==> src/rtl/legv8_pkg.sv <==
// Shared LEGv8 encoding constants, mnemonic codes and loader FSM states.
package legv8_pkg;

    typedef enum logic [3:0] {
        M_LDUR = 4'd0,
        M_STUR = 4'd1,
        M_CBZ  = 4'd2,
        M_ADD  = 4'd3,
        M_SUB  = 4'd4,
        M_AND  = 4'd5,
        M_ORR  = 4'd6,
        M_B    = 4'd7,
        M_BR   = 4'd8
    } mnem_t;

    localparam logic [10:0] OP_LDUR = 11'b11111000010;
    localparam logic [10:0] OP_STUR = 11'b11111000000;
    localparam logic [10:0] OP_ADD  = 11'b10001011000;
    localparam logic [10:0] OP_SUB  = 11'b11001011000;
    localparam logic [10:0] OP_AND  = 11'b10001010000;
    localparam logic [10:0] OP_ORR  = 11'b10101010000;
    localparam logic [10:0] OP_BR   = 11'b11010110000;
    localparam logic [7:0]  OP_CBZ  = 8'b10110100;
    localparam logic [5:0]  OP_B    = 6'b000101;

    localparam logic [31:0] NOP_WORD = 32'h8B1F03FF;

    localparam int D_IMM_MIN  = -256;
    localparam int D_IMM_MAX  = 255;
    localparam int CB_IMM_MIN = -(1 << 18);
    localparam int CB_IMM_MAX = (1 << 18) - 1;

    typedef enum logic [1:0] {
        S_IDLE,
        S_LOAD,
        S_FILL,
        S_DONE
    } state_t;

endpackage

==> src/rtl/instenc_loader_instenc.sv <==
// Combinational LEGv8 encoder: symbolic fields to a 32-bit word plus reject flags.
module instenc
    import legv8_pkg::*;
(
    input  logic [3:0]  mnem_i,
    input  logic [4:0]  rd_i,
    input  logic [4:0]  rn_i,
    input  logic [4:0]  rm_i,
    input  logic [25:0] imm_i,
    output logic [31:0] word_o,
    output logic        illegal_o,
    output logic        range_err_o
);

    logic signed [31:0] simm;
    assign simm = {{6{imm_i[25]}}, imm_i};

    always_comb begin
        word_o      = '0;
        illegal_o   = 1'b0;
        range_err_o = 1'b0;
        case (mnem_i)
            M_LDUR: begin
                word_o      = {OP_LDUR, imm_i[8:0], 2'b00, rn_i, rd_i};
                range_err_o = (simm < D_IMM_MIN) || (simm > D_IMM_MAX);
            end
            M_STUR: begin
                word_o      = {OP_STUR, imm_i[8:0], 2'b00, rn_i, rd_i};
                range_err_o = (simm < D_IMM_MIN) || (simm > D_IMM_MAX);
            end
            M_CBZ: begin
                word_o      = {OP_CBZ, imm_i[18:0], rd_i};
                range_err_o = (simm < CB_IMM_MIN) || (simm > CB_IMM_MAX);
            end
            M_ADD:   word_o = {OP_ADD, rm_i, 6'b0, rn_i, rd_i};
            M_SUB:   word_o = {OP_SUB, rm_i, 6'b0, rn_i, rd_i};
            M_AND:   word_o = {OP_AND, rm_i, 6'b0, rn_i, rd_i};
            M_ORR:   word_o = {OP_ORR, rm_i, 6'b0, rn_i, rd_i};
            M_B:     word_o = {OP_B, imm_i};
            M_BR:    word_o = {OP_BR, 5'b0, 6'b0, rn_i, 5'b0};
            default: illegal_o = 1'b1;
        endcase
    end

endmodule

==> src/rtl/instenc_loader.sv <==
// Streams symbolic instructions into imem as LEGv8 words, then pads the tail with NOPs.
module instenc_loader
    import legv8_pkg::*;
#(
    parameter int N_WORDS = 64,
    parameter int AW      = $clog2(N_WORDS)
) (
    input  logic          clk,
    input  logic          reset_n,
    input  logic          start,
    input  logic          in_valid,
    output logic          in_ready,
    input  logic [3:0]    in_mnem,
    input  logic [4:0]    in_rd,
    input  logic [4:0]    in_rn,
    input  logic [4:0]    in_rm,
    input  logic [25:0]   in_imm,
    input  logic          in_last,
    output logic          imem_we,
    output logic [AW-1:0] imem_addr,
    output logic [31:0]   imem_wdata,
    output logic          busy,
    output logic          done,
    output logic          err_illegal,
    output logic          err_range,
    output logic [AW:0]   count
);

    localparam logic [AW:0] NW = (AW+1)'(N_WORDS);

    state_t        state_q, state_d;
    logic [AW:0]   ptr_q, ptr_d, nptr;
    logic [AW:0]   count_q, count_d;
    logic          we_q, we_d;
    logic [AW-1:0] addr_q, addr_d;
    logic [31:0]   wdata_q, wdata_d;
    logic          ill_q, ill_d, rng_q, rng_d;
    logic          busy_q, done_q;
    logic [31:0]   enc_word;
    logic          enc_ill, enc_rng, hs;

    instenc u_enc (
        .mnem_i      (in_mnem),
        .rd_i        (in_rd),
        .rn_i        (in_rn),
        .rm_i        (in_rm),
        .imm_i       (in_imm),
        .word_o      (enc_word),
        .illegal_o   (enc_ill),
        .range_err_o (enc_rng)
    );

    assign in_ready = (state_q == S_LOAD) && !start && (ptr_q < NW);
    assign hs       = in_valid && in_ready;

    always_comb begin
        state_d = state_q;
        ptr_d   = ptr_q;
        count_d = count_q;
        we_d    = 1'b0;
        addr_d  = addr_q;
        wdata_d = wdata_q;
        ill_d   = ill_q;
        rng_d   = rng_q;
        nptr    = ptr_q;
        // start overrides everything, including an in-progress pad sweep
        if (start) begin
            state_d = S_LOAD;
            ptr_d   = '0;
            count_d = '0;
            ill_d   = 1'b0;
            rng_d   = 1'b0;
        end else begin
            case (state_q)
                S_LOAD: begin
                    if (hs) begin
                        if (enc_ill) begin
                            ill_d = 1'b1;
                        end else if (enc_rng) begin
                            rng_d = 1'b1;
                        end else begin
                            we_d    = 1'b1;
                            addr_d  = ptr_q[AW-1:0];
                            wdata_d = enc_word;
                            nptr    = ptr_q + 1'b1;
                            count_d = nptr;
                        end
                        ptr_d = nptr;
                        if (in_last)
                            state_d = (nptr < NW) ? S_FILL : S_DONE;
                        else if (nptr == NW)
                            state_d = S_DONE;
                    end else if (ptr_q == NW) begin
                        state_d = S_DONE;
                    end
                end
                S_FILL: begin
                    // stay in FILL while the last pad write is presented so done lags it by one
                    if (ptr_q < NW) begin
                        we_d    = 1'b1;
                        addr_d  = ptr_q[AW-1:0];
                        wdata_d = NOP_WORD;
                        ptr_d   = ptr_q + 1'b1;
                    end else begin
                        state_d = S_DONE;
                    end
                end
                default: ;
            endcase
        end
    end

    always_ff @(posedge clk) begin
        if (!reset_n) begin
            state_q <= S_IDLE;
            ptr_q   <= '0;
            count_q <= '0;
            we_q    <= 1'b0;
            addr_q  <= '0;
            wdata_q <= '0;
            ill_q   <= 1'b0;
            rng_q   <= 1'b0;
            busy_q  <= 1'b0;
            done_q  <= 1'b0;
        end else begin
            state_q <= state_d;
            ptr_q   <= ptr_d;
            count_q <= count_d;
            we_q    <= we_d;
            addr_q  <= addr_d;
            wdata_q <= wdata_d;
            ill_q   <= ill_d;
            rng_q   <= rng_d;
            busy_q  <= (state_d == S_LOAD) || (state_d == S_FILL);
            done_q  <= (state_d == S_DONE);
        end
    end

    assign imem_we     = we_q;
    assign imem_addr   = addr_q;
    assign imem_wdata  = wdata_q;
    assign busy        = busy_q;
    assign done        = done_q;
    assign err_illegal = ill_q;
    assign err_range   = rng_q;
    assign count       = count_q;

endmodule

==> config.mk <==
export PLATFORM = sky130hd
export DESIGN_NAME = instenc_loader
export DESIGN_NICKNAME = d
export VERILOG_FILES = /design/src/rtl/legv8_pkg.sv /design/src/rtl/instenc_loader_instenc.sv /design/src/rtl/instenc_loader.sv
export SDC_FILE = /design/constraint.sdc
export NUM_CORES = 1
export LEC_CHECK = 0
export BUFFER_PORTS_ARGS = -buffer_cell sky130_fd_sc_hd__buf_2
export CAP_MARGIN = 30
export CORE_AREA = 2 2 73 92
export CTS_CLUSTER_DIAMETER = 120
export DETAILED_ROUTE_END_ITERATION = 8
export DIE_AREA = 0 0 75 94
export PLACE_DENSITY = 0.91
export SETUP_SLACK_MARGIN = 0.15
export SYNTH_ARGS = -nofsm -noshare
export SYNTH_HDL_FRONTEND = slang
export SYNTH_SLANG_ARGS = --single-unit
==> constraint.sdc <==
create_clock -name clk -period 4.2 [get_ports clk]
set_input_delay 0.63 -clock clk [delete_from_list [all_inputs] [get_ports clk]]
set_output_delay 0.63 -clock clk [all_outputs]
set_load 0.02 [all_outputs]
* Yosys cells after proc, flatten, opt, wreduce, memory -nomap -nowiden *
Cells that the tools add are included.

word-level totals
  register bits after elaboration = 59
  memories kept = 0
  ROM bits = 0
  memory bits (writable) = 0
  output and inout port bits = 51
  word-level logic and storage cells = 90
  latch bits = 0
  input port bits = 50

cells by class
  multipliers = 0
  multiplexer cells = 33
  div/mod/pow operators = 0
  equal/unequal tests = 19
  shift operators = 0
  $add $sub $neg = 1
  $lt $le $gt $ge = 6
  reductions and logical operators = 17
  bitwise logic cells = 4

operator list
  cell                                                                                count
  32-bit case mux with 9 select lines                                                 1
  32-bit two-way mux                                                                  4
  32-bit case mux with 2 select lines                                                 1
  7-bit two-way mux                                                                   7
  26-bit by 19-bit greater-than comparator with 1-bit output (second input constant)  1
  26-bit by 9-bit greater-than comparator with 1-bit output (second input constant)   1
  26-bit by 19-bit less-than comparator with 1-bit output (second input constant)     1
  26-bit by 9-bit less-than comparator with 1-bit output (second input constant)      1
  6-bit two-way mux                                                                   4
  4-bit by 3-bit equality test with 1-bit output (second input constant)              4
  7-bit equality test (second input constant)                                         2
  7-bit less-than comparator (second input constant)                                  2
  7-bit case mux with 2 select lines                                                  1
  2-bit two-way mux                                                                   6
  6-bit case mux with 2 select lines                                                  1
  9-bit OR reduction                                                                  1
  4-bit by 2-bit equality test with 1-bit output (second input constant)              2
  2-bit inequality test (second input constant)                                       4
  4-bit AND reduction                                                                 2
  7-bit by 1-bit adder with 7-bit output (second input constant)                      1
  2-bit equality test (second input constant)                                         3
  3-bit AND reduction                                                                 2
  6-bit AND reduction                                                                 1
  1-bit two-way mux                                                                   5
  other kinds (12)                                                                    22

* Longest topological paths before layout *
Gate-level depths: netlist of the first run.

  depth in word-level cells = 16
  gate-level depth with buffers = 10
  mapped depth without buffers = 10

* Cells and area by module *
A second synthesis of the first run with hierarchy kept.

second synthesis, totals
  cells, all modules = 425
  area, all modules = 3,410.8 um2

modules (own cells, without submodules)
  module          instances  area each (um2)  seq. area each (um2)  cells each
  instenc_loader  1          2,661.3          1,181.1               314
  instenc         1          749.5            0.0                   111

* Worst setup path before layout of the first run *
No wires, ideal clock.

  path type = input -> register
  start point = input port in_mnem[0]
  end point = register busy_q (netlist: busy)
  buffers on the path = 1
  stages on the path = 9
  slack = 1,635 ps
  arrival time = 2,450 ps
  cells stage by stage = buf_6 > nor4b_4 > a2bb2oi_2 > o2bb2ai_4 > o211a_1 > o31ai_1 > a211oi_1 > ha_1 > and2_1

between the ends
  word-level cells in the longest chain between the ends = 16
  elaborated cells between the ends (all ways) = 28
  classes of those cells = order compare: 1; eq/ne: 11; mux: 12; reduce/logical: 4

RTL lines
  what                                                                                          RTL line                      source
  from (decl)                                                                                   instenc_loader.sv:13          input logic [3:0] in_mnem,
  4-bit by 1-bit equality test with 1-bit output / 4-bit zero test (equally long branches)      instenc_loader_instenc.sv:22  case (mnem_i)
  2-bit OR reduction (no source line)                                                           --
  1-bit case mux with 2 select lines                                                            instenc_loader_instenc.sv:22
  7-bit two-way mux                                                                             instenc_loader.sv:79          end else if (enc_rng) begin
  7-bit two-way mux (*)                                                                         instenc_loader.sv:77          if (enc_ill) begin
  7-bit two-way mux (*)                                                                         instenc_loader.sv:76          if (hs) begin
  7-bit two-way mux (*)                                                                         instenc_loader.sv:74          case (state_q)
  7-bit two-way mux (*)                                                                         instenc_loader.sv:67          if (start) begin
  7-bit equality test (*)                                                                       instenc_loader.sv:91          else if (nptr == NW)
  2-bit two-way mux (*)                                                                         instenc_loader.sv:91
  2-bit two-way mux (*)                                                                         instenc_loader.sv:89          if (in_last)
  2-bit two-way mux (*)                                                                         instenc_loader.sv:76
  2-bit case mux with 2 select lines (*)                                                        instenc_loader.sv:74
  2-bit two-way mux (*)                                                                         instenc_loader.sv:67
  named net state_d[1]                                                                          instenc_loader.sv:31          state_t state_q, state_d;
  2-bit by 1-bit equality test with 1-bit output / 2-bit equality test (equally long branches)  instenc_loader.sv:134         busy_q <= (state_d == S_LOAD) || (state_d == S_FILL);
  1-bit logical OR (*)                                                                          instenc_loader.sv:134
  to (signal assigned)                                                                          instenc_loader.sv:134
  to (decl)                                                                                     instenc_loader.sv:38          logic busy_q, done_q;

The timed path passes the listed nets; every way through them passes the cells marked *. The select of a mux whose other input is x is not followed.
A chain may end at the register's enable or synchronous reset.

* Worst setup path in the final report of the first run *
  start point = register ptr_q[1]
  end point = register busy_q (netlist: busy)

between the ends
  word-level cells in the longest chain between the ends = 14
  elaborated cells between the ends (all ways) = 23
  classes of those cells = add/sub: 1; order compare: 2; eq/ne: 4; mux: 13; reduce/logical: 3

RTL lines
  what                                                                                          RTL line               source
  from (decl)                                                                                   instenc_loader.sv:32   logic [AW:0] ptr_q, ptr_d, nptr;
  from (signal assigned)                                                                        instenc_loader.sv:127  ptr_q <= ptr_d;
  7-bit by 1-bit adder with 7-bit output                                                        instenc_loader.sv:85   nptr = ptr_q + 1'b1;
  7-bit two-way mux                                                                             instenc_loader.sv:79
  7-bit two-way mux                                                                             instenc_loader.sv:77
  7-bit two-way mux                                                                             instenc_loader.sv:76
  7-bit two-way mux                                                                             instenc_loader.sv:74
  7-bit two-way mux                                                                             instenc_loader.sv:67
  7-bit equality test                                                                           instenc_loader.sv:91
  2-bit two-way mux                                                                             instenc_loader.sv:91
  2-bit two-way mux                                                                             instenc_loader.sv:89
  2-bit two-way mux                                                                             instenc_loader.sv:76
  2-bit case mux with 2 select lines (*)                                                        instenc_loader.sv:74
  2-bit two-way mux (*)                                                                         instenc_loader.sv:67
  named net state_d[1]                                                                          instenc_loader.sv:31
  2-bit by 1-bit equality test with 1-bit output / 2-bit equality test (equally long branches)  instenc_loader.sv:134
  1-bit logical OR (*)                                                                          instenc_loader.sv:134

Marked as above.

==> results of run 1 <==
[cells in the final DEF, fill, tap and decap left out, types with 5 or more instances in the layout]
cell type,synthesis,layout
o21ai_0,19,19
and2_1,6,6
nand3_1,27,27
nor4_1,6,6
a211oi_1,6,5
o21ai_1,8,8
a221o_1,5,5
a31oi_1,5,5
nand2_1,22,22
mux2i_1,8,8
a221oi_1,15,15
ha_1,5,5
a21oi_1,24,24
dfxtp_1,59,59
inv_1,14,14
nor2_1,21,21
nand4_1,17,17
buf_2,6,100
nand2b_1,6,6
nor3_1,10,9
buf_4,3,5
clkbuf_8,0,11
or3_1,7,7
a22o_1,5,5
o211a_1,19,19
[report_power, final]
part / switching [W] / total (W) / internal [W]
Sequential: 0.0000127 / 0.000595 / 0.000582
Combinational: 0.000173 / 0.000270 / 0.0000973
Clock: 0.000233 / 0.000475 / 0.000242
Total: 0.000419 / 0.00134 / 0.000921
[area by class of cell]
type / count / share of cell area
Clock buffer: 11 / 0.0377
Multi-Input combinational cell: 285 / 0.486
Clock inverter: 4 / 0.00654
Inverter: 14 / 0.0131
Tap cell: 85 / 0.0265
Sequential cell: 59 / 0.294
Timing Repair Buffer: 106 / 0.137
[worst max path at each step]
stage	depth (start not counted)	endpoint	slack (ns)
after floorplan	9	busy$_SDFF_PN0_	1.63
after detailed placement	8	imem_wdata[5]$_SDFFE_PN0P_	1.30
final	9	busy$_SDFF_PN0_	1.30
after global placement	8	imem_wdata[6]$_SDFFE_PN0P_	1.38
after CTS	9	busy$_SDFF_PN0_	1.34
after global routing	9	busy$_SDFF_PN0_	1.13
[sequential cells by signal, indices dropped and copies added (netlist names), 2 cells and up]
name        cells
imem_wdata     32
state_q         2
imem_addr       6
count           7
ptr_q           7
[metal layers]
| metal | part of all wire | up-vias | GRT usage |
|---|---|---|---|
| met4 | 0.036 | 0 | 0.155 |
| met3 | 0.078 | 35 | 0.0376 |
| met1 | 0.37 | 1666 | 0.328 |
| li1 | - | 1653 | - |
| met5 | 0 | - | 0 |
| met2 | 0.52 | 203 | 0.494 |
[per-stage QoR]
step / hold WS (ns) / setup slack, ns / util / instance area [sq um] / std cells
global placement: 0.435 / 1.38 / 0.625 / 3830 / 548
floorplan: 0.474 / 1.63 / - / 3370 / 394
detailed placement: 0.439 / 1.30 / 0.627 / 3840 / 549
global route: 0.474 / 1.13 / 0.656 / 4020 / 564
CTS: 0.449 / 1.34 / 0.656 / 4020 / 564
finish: 0.447 / 1.30 / 0.656 / 4020 / 564
[cells by family after synthesis]
family | count (synthesis)
multiplexers | 8
XOR/XNOR | 7
AO/OA/AOI/OAI | 132
flip-flops | 59
adder cells (fa/ha/maj) | 6
AND/OR/NAND/NOR | 132
buffers and inverters | 50
[worst register-to-register path, delay by kind of cell, from the launching register on]
family	cells	cell delay [ns]
compound gates	4	1.07
fa+ha+maj	2	0.59
flops	1	0.46
simple gates	3	0.69
==> summary.md, run 1 <==
| Metric | Value |
|---|---|
| Mux cell area share after synthesis | `0.0238` |
| Total grt overflow | `0` |
| Slew Limit Fails | `0` |
| CP max FO | `8` |
| Max incr delay on CP | `0.47 ns` |
| CP Cell Sequence | `ha_1 -> nand3_4 -> or3_1 -> a2111oi_0 -> o211a_1 -> o31ai_1 -> a211oi_1 -> ha_1 -> and2_1` |
| Gpl congestion | `around 0.93` |
| Yosys cell types | `54` |
| Final hold violations | `0` |
| Worst slew margin | `0.318` |
| DP Wirelength | `a little over 7000 um` |
| WL/cell | `between 15 and 20 um` |
| Port bufs | `100` |
| Syn avg cell area | `approximately 8.5 sq um` |
| YS warnings | `0` |
| R2r endpoint | `busy$_SDFF_PN0_` |
| CTS tree | `built` |
| GRT Overall Usage | `0.285` |
| WHS Endpoint | `imem_wdata[11]$_SDFFE_PN0P_` |
| P&R area growth vs syn | `19.3%` |
| Std-Cell Rows | `32` |
| Cell mode on critical path | `ha_1` |
| FF/Latch Area | `~0.0012 sq mm` |
| RR Startpoint | `ptr_q[1]$_SDFFE_PP0P_` |
| Avg Vias per Cell | `approximately 6.3` |
| CP arrival | `approximately 3.1 ns` |
| PwrDens | `approximately 330 mW/mm^2` |
| Post-synth EDFFs | `0` |
| Die area | `around 0.0071 sq mm` |
| Die Y | `around 94 um` |
| Crit path max-delay family | `compound AO/OA/AOI/OAI gates` |
| Synthesis-stage register bit count | `slightly below 60` |
| Most common cell in the netlist | `dfxtp_1` |
| Buf+Inv Stages, Crit Path | `0` |
| Clock skew | `between 0.006 and 0.007 ns` |
| Die X | `between 70 and 80 um` |
| Max Freq | `around 350 MHz` |
| Nets@finish | `530` |
| Xor/xnor cell area share of the yosys netlist | `0.0182` |
| Final worst path period share | `0.690` |
| Flop-to-flop setup slack | `between 1 and 1.5 ns` |
| Number of max-cap violations | `0` |
| Vias in the first global route | `between 3000 and 4000` |
| Initial Util | `0.550` |
| H-tree Lvls | `3` |
| Post-synth top cells | `59 x dfxtp_1, 27 x nand3_1, 24 x a21oi_1` |
| Pre-antenna DRT Iters | `9` |
| Tightest Pin Transition | `roughly 1 ns` |
| Setup CP Type | `reg2reg` |
| Initial antenna violation count | `0` |
| Final min period | `~2.9 ns` |
| CP endpoint kind | `flop` |
| Max IR drop VDD | `0.182 mV` |
| Slowest library cell on the worst path | `a2111oi_0` |
| Root buf cell | `clkbuf_8` |
| Register area share after synthesis | `0.351` |
| Worst Setup Start Kind | `flop` |
| Clk_lat worst skew | `around 0.34 ns` |
| Critical path startpoint | `ptr_q[1]$_SDFFE_PP0P_` |
| Hold_sp | `imem_wdata[11]$_SDFFE_PN0P_` |
| Via total after detailed routing | `about 3600` |
| # fillers | `~520` |
| Multi-input gate area | `0.00195 sq mm` |
| Main area contributors after synthesis | `dfxtp_1 35%, o211a_1 5.6%, nand3_1 4.0%` |
| CTS Buf Count | `9` |
| Final wirelength | `approximately 9700 um` |
| RSZ-0062 raised after global routing | `false` |
| Post-CTS setup buffers | `0` |
| Total power | `between 0.001 and 0.0015 W` |
| Routed Antenna Nets | `0` |
| Mapped Area | `approximately 0.0034 sq mm` |
| Clk buf depth | `2` |
| Biggest area consumer among synthesized cells | `dfxtp_1` |
| Top-area cell type share of the netlist area | `0.351` |
| Synth async-reset ratio | `0` |
| Final setup viols | `0` |
| R2R cell count | `9` |
| DRC | `0` |
| P_leak | `roughly 1.8 nW` |
| Initial DRC count | `slightly below 300` |
| Adder-cell share of the synthesized area | `0.0215` |
| Area share of and/or/nand/nor cells after synthesis | `0.211` |
| Share of cells above drive strength 1 | `0.278` |
| # clock sinks | `a little under 60` |
| Io pins | `101` |
| Post-CTS Resized | `0` |
| Outcome | `finished clean` |
| Hold depth | `2` |
| Setup TNS | `0 ns` |
| Worst-path clk slew | `0.07 ns` |
| Hold Path Class | `reg2reg` |
| Gate Count Post-Synth | `about 400` |
| Core area | `0.00613 sq mm` |
| Largest net degree at the start of global routing | `36` |
| Largest family of logic cells by synthesized area | `compound AO/OA/AOI/OAI gates` |
| Hold-fix buffer count after cts | `0` |
| Post-Syn Nets | `449` |
| # diodes | `0` |
| Compound-gate portion of the synthesized area | `0.300` |
| First-pass GRT wire length | `between 15000 and 20000 um` |
| Top_reg_cell synth | `dfxtp_1` |
| CP required | `approximately 4.4 ns` |
(Power assumes the default switching activity.)
==> run 2, diff against run 1 <==
ABC_AREA = 1   (was unset)
CORE_AREA = 2 2 77 97   (was 2 2 73 92)
DIE_AREA = 0 0 79 99   (was 0 0 75 94)
PLACE_DENSITY = 0.82   (was 0.91)
clock period = 2.5 ns   (was 4.2 ns; I/O delays follow)
==> summary.md, run 2 <==
| Metric | Value |
|---|---|
| DRC | `0 (unchanged)` |
| Slew Limit Fails | `0 (unchanged)` |
| Biggest area consumer among synthesized cells | `dfxtp_1` |
| Die Y | `99 um (+5.3%)` |
| Routed Antenna Nets | `0 (unchanged)` |
| Max incr delay on CP | `0.37 ns (-0.10 ns)` |
| Slowest library cell on the worst path | `dfxtp_4` |
| Die area | `0.00782 sq mm (+11%)` |
| Tightest Pin Transition | `0.562 ns (-0.461 ns)` |
| RSZ-0062 raised after global routing | `false` |
| Final worst path period share | `0.876 (+0.186)` |
| Most common cell after layout, fill and taps aside | `buf_2` |
| Final Hold Slack | `0.344 ns (-0.102 ns)` |
| Most frequent cells in the layout | `100 x buf_2, 70 x nand2_1, 55 x dfxtp_1` |
| GRT Overall Usage | `0.245 (-0.0395)` |
| First-pass GRT wire length | `15000 um (-4.5%)` |
| Nets@finish | `591 (+12%)` |
| # diodes | `0 (unchanged)` |
| Max Freq | `457 MHz (+32%)` |
| YS warnings | `0 (unchanged)` |
| Initial DRC count | `255 (-14%)` |
| Via total after detailed routing | `3396 (-4.5%)` |
| Syn avg cell area | `7.20 sq um (-16%)` |
| Most common cell in the netlist | `nand2_1` |
| Worst slew margin | `0.623 (+0.305)` |
| Root buf cell | `clkbuf_8` |
| Die X | `79 um (+5.3%)` |
| Main area contributors after synthesis | `dfxtp_1 38%, nand2_1 8.5%, a21oi_1 7.5%` |
| Worst Setup Start Kind | `flop` |
| # clock sinks | `59 (unchanged)` |
| Port bufs | `100 (unchanged)` |
| Clock skew | `0.00626 ns (-0.000678 ns)` |
| Cell mode on critical path | `inv_2` |
| Gate Count Post-Synth | `428 (+8.6%)` |
| Max reg flops | `32 (unchanged)` |
| Avg Vias per Cell | `5.38 (-15%)` |
| Clk buf depth | `2 (unchanged)` |
| Max IR drop VDD | `0.372 mV (+100%)` |
| Largest net degree at the start of global routing | `38 (+5.6%)` |
| Post-synth top cells | `70 x nand2_1, 59 x dfxtp_1, 46 x a21oi_1` |
| Final setup viols | `0 (unchanged)` |
| CP arrival | `2.45 ns (-0.68 ns)` |
| CP Cell Sequence | `inv_2 -> ha_4 -> inv_2 -> nor3_2 -> nand2_1 -> inv_2 -> nor2_2 -> nor4_2 -> nand2_2 -> inv_6 -> buf_12 -> o21ai_1 -> a31oi_1` |
| Yosys cell types | `42 (-22%)` |
| Synth async-reset ratio | `0 (unchanged)` |
| Final setup margin | `0.311 ns (-0.993 ns)` |
| Pre-CTS WS | `0.133 ns (-1.17 ns)` |
| Outcome | `finished clean` |
| Final hold violations | `0 (unchanged)` |
| DP Wirelength | `7040 um (-2.7%)` |
| Initial antenna violation count | `0 (unchanged)` |
| Top_reg_cell synth | `dfxtp_1` |
| Top-area cell type share of the netlist area | `0.383 (+0.0328)` |
| Setup TNS | `0 ns (unchanged)` |
| Number of max-cap violations | `0 (unchanged)` |
| Register area share after synthesis | `0.383 (+0.0328)` |
| Synthesis-stage register bit count | `59 (unchanged)` |
| CP endpoint kind | `flop` |
| PwrDens | `604 mW/mm^2 (+81%)` |
| P_leak | `1.85 nW (+3.0%)` |
| Final min period | `2.19 ns (-0.707 ns)` |
| CP max FO | `37 (+29)` |
| Vias in the first global route | `3203 (-5.8%)` |
| Post-Syn Nets | `483 (+7.6%)` |
| Setup CP Type | `reg2reg` |
| CP required | `2.77 ns (-1.67 ns)` |
| Total grt overflow | `0 (unchanged)` |
| Post-synth EDFFs | `0 (unchanged)` |
| Share of cells above drive strength 1 | `0.307 (+0.0292)` |
| CTS tree | `built` |
| Finished Core Util | `0.578 (-0.0780)` |
| Worst-path clk slew | `0.07 ns (about the same)` |
| Initial Util | `0.447 (-0.103)` |
| H-tree Lvls | `3 (unchanged)` |
| Pre-antenna DRT Iters | `6 (-3)` |
| WL/cell | `15.0 um (-13%)` |
| CTS Buf Count | `9 (unchanged)` |
| Core area | `0.00689 sq mm (+12%)` |
| Io pins | `101 (unchanged)` |
| Hold Path Class | `in2reg` |
| Clk_lat worst skew | `0.35 ns (about the same)` |
| Total power | `0.00241 W (+80%)` |
| P&R area growth vs syn | `29.3%` |
| Gpl congestion | `0.985 (+5.4%)` |
| Mapped Area | `0.00308 sq mm (-8.5%)` |
| Std-Cell Rows | `34 (+6.3%)` |
| Final wirelength | `9430 um (-3.1%)` |
## run 2: cell count changes after synthesis, moves of 11 or more
cell,delta
o211a_1,-19
nand4_1,-11
a21oi_1,+22
nand2_1,+48
nor2_1,+24
inv_1,+29
o21ai_1,+17
## run 2: area by class of cell
type                            instances  area, sq um
Multi-Input combinational cell        299         1640
Timing Repair Buffer                  115          626
Tap cell                               90          113
Clock inverter                          4         47.5
Clock buffer                           12          165
Inverter                               52          200
Fill cell                             686         2910
Sequential cell                        59         1190
## run 2: power by group
part           internal [W]  leakage (nW)  total (W)  switching, W
Clock              0.000538         0.108   0.000927      0.000389
Sequential         0.000990         0.481    0.00102     0.0000308
Combinational      0.000166          1.26   0.000459      0.000293
## run 2: metrics by stage
| step | area [sq um] | std cells |
|---|---|---|
| global route | 3980 | 631 |
| CTS | 3900 | 627 |
| global placement | 3680 | 611 |
| floorplan | 3080 | 428 |
| finish | 3980 | 631 |
| detailed placement | 3680 | 611 |
## run 2: critical path: cells and delay by family (launching register included)
kind / cells / cell delay, ns
and+or+nand+nor: 5 / 0.72
adders and majority gates: 1 / 0.13
buffers and inverters: 5 / 0.63
AOI/OAI and AO/OA: 2 / 0.25
DFF: 1 / 0.37
## run 2: cell families (layout without fill, tap and decap cells)
family	count (synthesis)	in the layout	share of synthesized area
DFF	59	59	0.383
and+or+nand+nor	154	154	0.220
adders and majority gates	5	5	0.0203
buffers and inverters	70	183	0.0983
xor gates and xnor gates	5	5	0.0142
AOI/OAI and AO/OA	135	135	0.264
## run 2: timing repair
action,4_1_cts,5_1_grt
setup buffers,0,4
cloned,0,0
hold buffers,0,0
endpoints found under the setup margin,1,30
resized for setup,1,16
pin swaps,0,5
## run 2: final timing paths
path | startpoint | slack (ns) | end | cells past startpoint
setup / recovery | state_q[1]$_SDFF_PN0_ | 0.31 | imem_wdata[7]$_SDFFE_PN0P_ | 13
hold / removal | in_rn[1] | 0.34 | imem_wdata[6]$_SDFFE_PN0P_ | 3
setup reg to reg | state_q[1]$_SDFF_PN0_ | 0.31 | imem_wdata[7]$_SDFFE_PN0P_ | 13
hold reg to reg | imem_wdata[22]$_SDFFE_PN0P_ | 0.46 | imem_wdata[22]$_SDFFE_PN0P_ | 2
## run 2: metal layers
layer  vias to the layer above  global-route usage  part of all wire  wire length [um]
li1                       1688                   -                 -                 -
met1                      1551               0.280              0.41              3910
met2                       129               0.430              0.49              4650
met3                        28              0.0504             0.062               589
met4                         0               0.121             0.031               292
met5                         -                   0                 0                 0
